`src/rtl/mem_lsu_stage.sv`:
```
// MEM stage for the MIPS pipeline: performs loads and stores on a req/ack bus,
// steers byte lanes and checks alignment, then registers write-back fields to WB.
module mem_lsu_stage #(
  parameter int ADDR_W     = 32,
  parameter int REG_ADDR_W = 5,
  parameter int TIMEOUT    = 255
) (
  input  logic                  clk,
  input  logic                  rst,
  input  logic                  valid_i,
  input  logic [3:0]            mem_op_i,
  input  logic [31:0]           result_i,
  input  logic [31:0]           store_data_i,
  input  logic [REG_ADDR_W-1:0] waddr_i,
  input  logic                  we_i,
  input  logic [31:0]           hi_i,
  input  logic [31:0]           lo_i,
  input  logic                  whilo_i,
  output logic                  stall_o,
  output logic                  mem_req_o,
  output logic                  mem_we_o,
  output logic [ADDR_W-1:0]     mem_addr_o,
  output logic [3:0]            mem_sel_o,
  output logic [31:0]           mem_wdata_o,
  input  logic [31:0]           mem_rdata_i,
  input  logic                  mem_ack_i,
  output logic                  valid_o,
  output logic [31:0]           result_o,
  output logic [REG_ADDR_W-1:0] waddr_o,
  output logic                  we_o,
  output logic [31:0]           hi_o,
  output logic [31:0]           lo_o,
  output logic                  whilo_o,
  output logic                  align_err_o,
  output logic                  bus_err_o
);

  localparam int CNT_W = (TIMEOUT > 1) ? $clog2(TIMEOUT) : 1;
  localparam logic [CNT_W-1:0] CNT_LAST = CNT_W'(TIMEOUT - 1);

  localparam logic [3:0] OP_LB  = 4'd1;
  localparam logic [3:0] OP_LBU = 4'd2;
  localparam logic [3:0] OP_LH  = 4'd3;
  localparam logic [3:0] OP_LHU = 4'd4;
  localparam logic [3:0] OP_LW  = 4'd5;
  localparam logic [3:0] OP_SB  = 4'd9;
  localparam logic [3:0] OP_SH  = 4'd10;
  localparam logic [3:0] OP_SW  = 4'd11;

  typedef enum logic {IDLE, WAIT} state_t;

  state_t state, state_nxt;

  logic                  is_load, is_store, is_mem, is_half, is_word, misalign;
  logic                  accept, align_fault, ack_done, to_done;
  logic [3:0]            sel_nxt;
  logic [31:0]           wdata_nxt;
  logic [CNT_W-1:0]      cnt_p1;
  logic [3:0]            op_p1;
  logic [1:0]            off_p1;
  logic [REG_ADDR_W-1:0] waddr_p1;
  logic                  we_p1;
  logic [31:0]           hi_p1;
  logic [31:0]           lo_p1;
  logic                  whilo_p1;

  // Big-endian lane select followed by sign or zero extension.
  function automatic logic [31:0] load_extend(input logic [3:0] op,
                                              input logic [1:0] off,
                                              input logic [31:0] rdata);
    logic [31:0] b_sh;
    logic [31:0] h_sh;
    logic [7:0]  b;
    logic [15:0] h;
    b_sh = rdata >> {~off, 3'b000};
    h_sh = rdata >> {~off[1], 4'b0000};
    b    = b_sh[7:0];
    h    = h_sh[15:0];
    case (op)
      OP_LB:   load_extend = {{24{b[7]}}, b};
      OP_LBU:  load_extend = {24'd0, b};
      OP_LH:   load_extend = {{16{h[15]}}, h};
      OP_LHU:  load_extend = {16'd0, h};
      default: load_extend = rdata;
    endcase
  endfunction

  function automatic logic is_load_op(input logic [3:0] op);
    is_load_op = (op == OP_LB) || (op == OP_LBU) || (op == OP_LH) ||
                 (op == OP_LHU) || (op == OP_LW);
  endfunction

  // Decode and lane steering for the instruction presented by EX
  always_comb begin
    is_load   = is_load_op(mem_op_i);
    is_store  = (mem_op_i == OP_SB) || (mem_op_i == OP_SH) || (mem_op_i == OP_SW);
    is_mem    = is_load || is_store;
    is_half   = (mem_op_i == OP_LH) || (mem_op_i == OP_LHU) || (mem_op_i == OP_SH);
    is_word   = (mem_op_i == OP_LW) || (mem_op_i == OP_SW);
    misalign  = (is_half && result_i[0]) || (is_word && (result_i[1:0] != 2'b00));
    sel_nxt   = 4'b1000 >> result_i[1:0];
    wdata_nxt = {4{store_data_i[7:0]}};
    if (is_half) begin
      sel_nxt   = 4'b1100 >> result_i[1:0];
      wdata_nxt = {2{store_data_i[15:0]}};
    end else if (is_word) begin
      sel_nxt   = 4'b1111;
      wdata_nxt = store_data_i;
    end
  end

  always_comb begin
    state_nxt   = state;
    stall_o     = 1'b0;
    accept      = 1'b0;
    align_fault = 1'b0;
    ack_done    = 1'b0;
    to_done     = 1'b0;
    case (state)
      IDLE: begin
        if (valid_i && is_mem) begin
          if (misalign) begin
            align_fault = 1'b1;
          end else begin
            accept    = 1'b1;
            stall_o   = 1'b1;
            state_nxt = WAIT;
          end
        end
      end
      WAIT: begin
        // Ack wins over a timeout landing in the same cycle.
        if (mem_ack_i) begin
          ack_done  = 1'b1;
          state_nxt = IDLE;
        end else if (cnt_p1 == CNT_LAST) begin
          to_done   = 1'b1;
          state_nxt = IDLE;
        end else begin
          stall_o = 1'b1;
        end
      end
      default: state_nxt = IDLE;
    endcase
  end

  always_ff @(posedge clk) begin
    if (rst) state <= IDLE;
    else     state <= state_nxt;
  end

  // p1: transfer context held for the duration of WAIT
  always_ff @(posedge clk) begin
    if (accept) begin
      cnt_p1   <= '0;
      op_p1    <= mem_op_i;
      off_p1   <= result_i[1:0];
      waddr_p1 <= waddr_i;
      we_p1    <= we_i;
      hi_p1    <= hi_i;
      lo_p1    <= lo_i;
      whilo_p1 <= whilo_i;
    end else if (state == WAIT) begin
      cnt_p1 <= cnt_p1 + 1'b1;
    end
  end

  // Bus request and WB output registers
  always_ff @(posedge clk) begin
    if (rst) begin
      mem_req_o   <= 1'b0;
      mem_we_o    <= 1'b0;
      mem_addr_o  <= '0;
      mem_sel_o   <= 4'b0000;
      mem_wdata_o <= 32'd0;
      valid_o     <= 1'b0;
      result_o    <= 32'd0;
      waddr_o     <= '0;
      we_o        <= 1'b0;
      hi_o        <= 32'd0;
      lo_o        <= 32'd0;
      whilo_o     <= 1'b0;
      align_err_o <= 1'b0;
      bus_err_o   <= 1'b0;
    end else begin
      valid_o     <= 1'b0;
      we_o        <= 1'b0;
      whilo_o     <= 1'b0;
      align_err_o <= 1'b0;
      bus_err_o   <= 1'b0;
      if (accept) begin
        mem_req_o   <= 1'b1;
        mem_we_o    <= is_store;
        mem_addr_o  <= {result_i[ADDR_W-1:2], 2'b00};
        mem_sel_o   <= sel_nxt;
        mem_wdata_o <= wdata_nxt;
      end else if (ack_done || to_done) begin
        mem_req_o <= 1'b0;
      end
      if (state == IDLE && valid_i && !accept) begin
        valid_o     <= 1'b1;
        result_o    <= result_i;
        waddr_o     <= waddr_i;
        hi_o        <= hi_i;
        lo_o        <= lo_i;
        we_o        <= we_i && !align_fault;
        whilo_o     <= whilo_i && !align_fault;
        align_err_o <= align_fault;
      end else if (ack_done) begin
        valid_o <= 1'b1;
        waddr_o <= waddr_p1;
        hi_o    <= hi_p1;
        lo_o    <= lo_p1;
        whilo_o <= whilo_p1;
        if (is_load_op(op_p1)) begin
          result_o <= load_extend(op_p1, off_p1, mem_rdata_i);
          we_o     <= we_p1;
        end
      end else if (to_done) begin
        valid_o   <= 1'b1;
        waddr_o   <= waddr_p1;
        bus_err_o <= 1'b1;
      end
    end
  end

endmodule

```
`config.mk`:
```
export PLATFORM = sky130hd
export DESIGN_NAME = mem_lsu_stage
export DESIGN_NICKNAME = d
export VERILOG_FILES = /design/src/rtl/mem_lsu_stage.sv
export SDC_FILE = /design/constraint.sdc
export NUM_CORES = 1
export LEC_CHECK = 0
export BUFFER_PORTS_ARGS = -buffer_cell sky130_fd_sc_hd__buf_2
export CAP_MARGIN = 20
export CORE_ASPECT_RATIO = 1.4
export CORE_MARGIN = 3
export CORE_UTILIZATION = 50
export DETAILED_ROUTE_END_ITERATION = 10
export GPL_TIMING_DRIVEN = 0
export MAX_ROUTING_LAYER = met4
export PLACE_DENSITY = 0.86
export RECOVER_POWER = 50
export SLEW_MARGIN = 20
export SYNTH_ARGS = -nofsm -noshare
export SYNTH_HDL_FRONTEND = slang
export SYNTH_SLANG_ARGS = --single-unit
```
`constraint.sdc`:
```
create_clock -name clk -period 3.7 [get_ports clk]
set_clock_uncertainty 0.2 [all_clocks]
set_input_delay 0.37 -clock clk [delete_from_list [all_inputs] [get_ports clk]]
set_output_delay 0.37 -clock clk [all_outputs]
set_load 0.02 [all_outputs]
```
==> flow_metrics.py <==
metrics = {
    "clock_network": {
        "clk_path_buf_depth": 3,
        "ctsHtreeMaxLevel": 1,
        "clock_latency_ns": 0.54,
        "numCtsBuffers": 25,
        "cts_post_setup_buffers_inserted": 0,
        "clkSinkCount": 260,
        "post_cts_resized": 0,
        "clk_pin_slew_worst_paths_ns": 0.06,
        "tritoncts_clock_tree": "done",
        "ctsRootBufferMaster": "clkbuf_16",
    },
    "power": {
        "p_sw_share_pct": 28.4,
        "power_frac_comb_pct": 17.5,
        "power.static_leakage_nw": 5.31,
        "internal-power_w": 0.00506,
        "switchingPower_w": 0.00201,
        "irDropWorstVdd_uv": 456,
        "power_frac_clock_pct": 36.5,
        "power.share.sequential_pct": 46.0,
        "power-per-cell-area_mw_per_mm2": 482,
        "finalPower_w": 0.00707,
    },
    "yosys": {
        "synth_area_per_cell_um2": 9.99,
        "async_set_reset_flop_share_out_of_synthesis_pct": 0,
        "synth_warnings": 0,
        "synth-main-ff-cell": "dfxtp_1",
        "synth-seq-cells": 260,
        "syn-instance-count": 1070,
        "synth.lib_cells_used.distinct": 66,
        "count_of_flip_flops_with_a_built_in_enable_after_synthesis": 77,
        "syn-cell-area_mm2": 0.0107,
        "synth-seq-area-share_pct": 55.9,
    },
    "detailed_routing": {
        "drtAntennaViolNets": 0,
        "totalWireLength_um": 42100,
        "detail_route.drc_violations": 0,
        "post_dr_vias_cell": 6.12,
        "routedLengthMet1_um": 14600,
        "wl_per_cell_um": 22.6,
        "routed-wl-met3_um": 3840,
        "top_layer_reached_by_signal_wires": "met4",
        "met2_length_um": 21000,
        "drt_iter0_drc": 1117,
        "drt-pass1-iter-count": 6,
        "via_count": 11402,
    },
    "die": {
        "floorplan.die.width_um": 130,
        "rows": 62,
        "die_y_um": 179,
        "floorplan.core_area_mm2": 0.0208,
        "initial_utilization_pct": 51.4,
        "floorplan.die_area_mm2": 0.0232,
        "ios": 352,
    },
    "global_route": {
        "grtUsageTotal_pct": 35.3,
        "first_global_vias": 11512,
        "grt_overflow": 0,
        "grt_pass1_wl_um": 62500,
        "grt_max_degree": 52,
        "number_of_antenna_violations_at_the_first_check_in_global_routing": 4,
    },
    "placement": {
        "dp_slack_ns": 0.285,
        "place_area_mm2": 0.0128,
        "port_buffers": 348,
        "gpl.final_weighted_congestion": 0.996,
        "detailed_place_hpwl_um": 27100,
    },
    "sta": {
        "rsz0062_at_grt": "no",
        "final_period_util_pct": 93.0,
        "finalHoldWorstSlack_ns": 0.0285,
        "timing_max_transition_violations_final": 0,
        "final.setup.worst_slack_ns": 0.260,
        "timing.final.hold_violations": 0,
        "max_slew_margin_pct": 37.6,
        "timing.final.crit_period_ns": 3.44,
        "tns_ns": 0,
        "fmax_ghz": 0.291,
        "tightestPinTransition_ns": 0.937,
        "timing.final.setup_violations": 0,
    },
    "run": {
        "maxCapViolations": 0,
    },
    "critical_path": {
        "critical_path.max_fanout": 11,
        "crit_path_start_kind": "primary input",
        "data_arrival_time_of_the_worst_path_ns": 3.68,
        "critPathRequiredTime_ns": 3.95,
        "criticalPathCategory": "in -> reg",
        "crit_path_end_kind": "register",
    },
    "hold_path": {
        "holdCritPathClass": "in -> reg",
    },
    "final_layout": {
        "syn2layout_area_growth_pct": 37.2,
        "num-nets-final": 1765,
        "final_common_cell": "clkbuf_1",
        "fraction_of_final_layout_cells_sized_beyond_drive_strength_1_pct": 12.5,
        "final_cell_mix": "clkbuf_1, dfxtp_1, nand2_1",
        "fin_area_mm2": 0.0147,
    },
    "outcome": {
        "run_status": "completed",
    },
}
-- final timing paths --
check                                startpoint              end  slack [ns]  depth (start not counted)
worst max-delay path                result_i[0]  mem_wdata_o[18]        0.26                         13
worst min register to register   mem_addr_o[28]   mem_addr_o[28]        0.25                          2
worst min-delay path            mem_rdata_i[10]     result_o[10]        0.03                          3
worst max register to register         op_p1[2]      result_o[5]        0.83                          6
-- kinds of logic (layout without fill, tap and decap cells) --
group	after synthesis	after routing	share of synthesized area, %
adders and majority gates	6	6	0.702
muxes	20	20	2.06
and+or+nand+nor	348	348	15.0
other	1	7	0.0351
AOI/OAI and AO/OA	319	319	20.8
DFF	260	260	55.9
buffers and inverters	107	638	4.80
xor gates and xnor gates	9	9	0.737
-- synthesized netlist by cell type (7+ instances only) --
cell / number / share of area (%)
xor2_1: 8 / 0.66
mux2i_1: 13 / 1.2
nand3_1: 68 / 3.2
o221ai_1: 23 / 1.9
inv_1: 8 / 0.28
clkbuf_1: 54 / 1.9
buf_2: 28 / 1.3
nor4_1: 7 / 0.41
o21ai_0: 7 / 0.33
dfxtp_1: 183 / 34
and2_1: 16 / 0.94
nand2b_1: 7 / 0.41
o211ai_1: 10 / 0.70
a21oi_1: 133 / 6.2
edfxtp_1: 77 / 22
nand2_1: 144 / 5.1
nor3_1: 14 / 0.66
nor2_1: 63 / 2.2
a211oi_1: 8 / 0.56
a311oi_2: 8 / 1.1
buf_6: 8 / 0.84
a311oi_1: 23 / 1.9
a22oi_1: 75 / 5.3
-- stage by stage --
stage	utilization (%)	instances
after global placement	61.4	1675
after CTS	72.0	1859
after detailed placement	61.5	1676
final	70.6	1863
after floorplan	-	1071
after global routing	70.5	1862
-- what timing repair did --
item                       4_1_cts  5_1_grt
setup endpoints to repair        0        3
hold buffers                   138        0
hold endpoints to repair       223        0
-- power by group through the flow --
stage               clock network [W]  registers (W)  logic (W)
finish                        0.00258        0.00325    0.00124
global route                  0.00269        0.00326    0.00133
CTS                           0.00258        0.00323    0.00124
detailed placement                  0        0.00329    0.00112
global placement                    0        0.00329    0.00109
floorplan                           0        0.00345   0.000498
-- registers in the layout, summed over array words and instances, names as in the netlist, 8 cells and up --
signal / flops
cnt_p1: 8
result_o: 32
mem_wdata_o: 32
hi_o: 32
lo_o: 32
hi_p1: 32
mem_addr_o: 30
lo_p1: 32
-- critical path, stage by stage --
cell,delay (ns)
dlygate4sd3_1,0.56
buf_2,0.26
inv_1,0.10
ha_1,0.24
nand2b_1,0.17
a2bb2oi_1,0.22
a311o_1,0.14
buf_2,0.24
inv_2,0.07
buf_6,0.16
buf_2,0.22
a311oi_1,0.30
dlygate4sd3_1,0.62
-- routing by layer --
| layer | up-vias | GRT usage (%) |
|---|---|---|
| met1 | 5323 | 39.4 |
| met5 | - | - |
| met4 | 0 | 18.7 |
| met3 | 229 | 6.20 |
| li1 | 4973 | - |
| met2 | 877 | 60.1 |
-- cell type report --
type,instances,area [um^2]
antenna,5,12.5
buffer,97,477
clock buffer,34,669
clock inverter,11,135
fill,1532,6120
inverter,9,33.8
multi-input combinational,704,4210
sequential,260,5980
tap,256,320
timing repair buffer,487,2840
(Power assumes the default switching activity.)
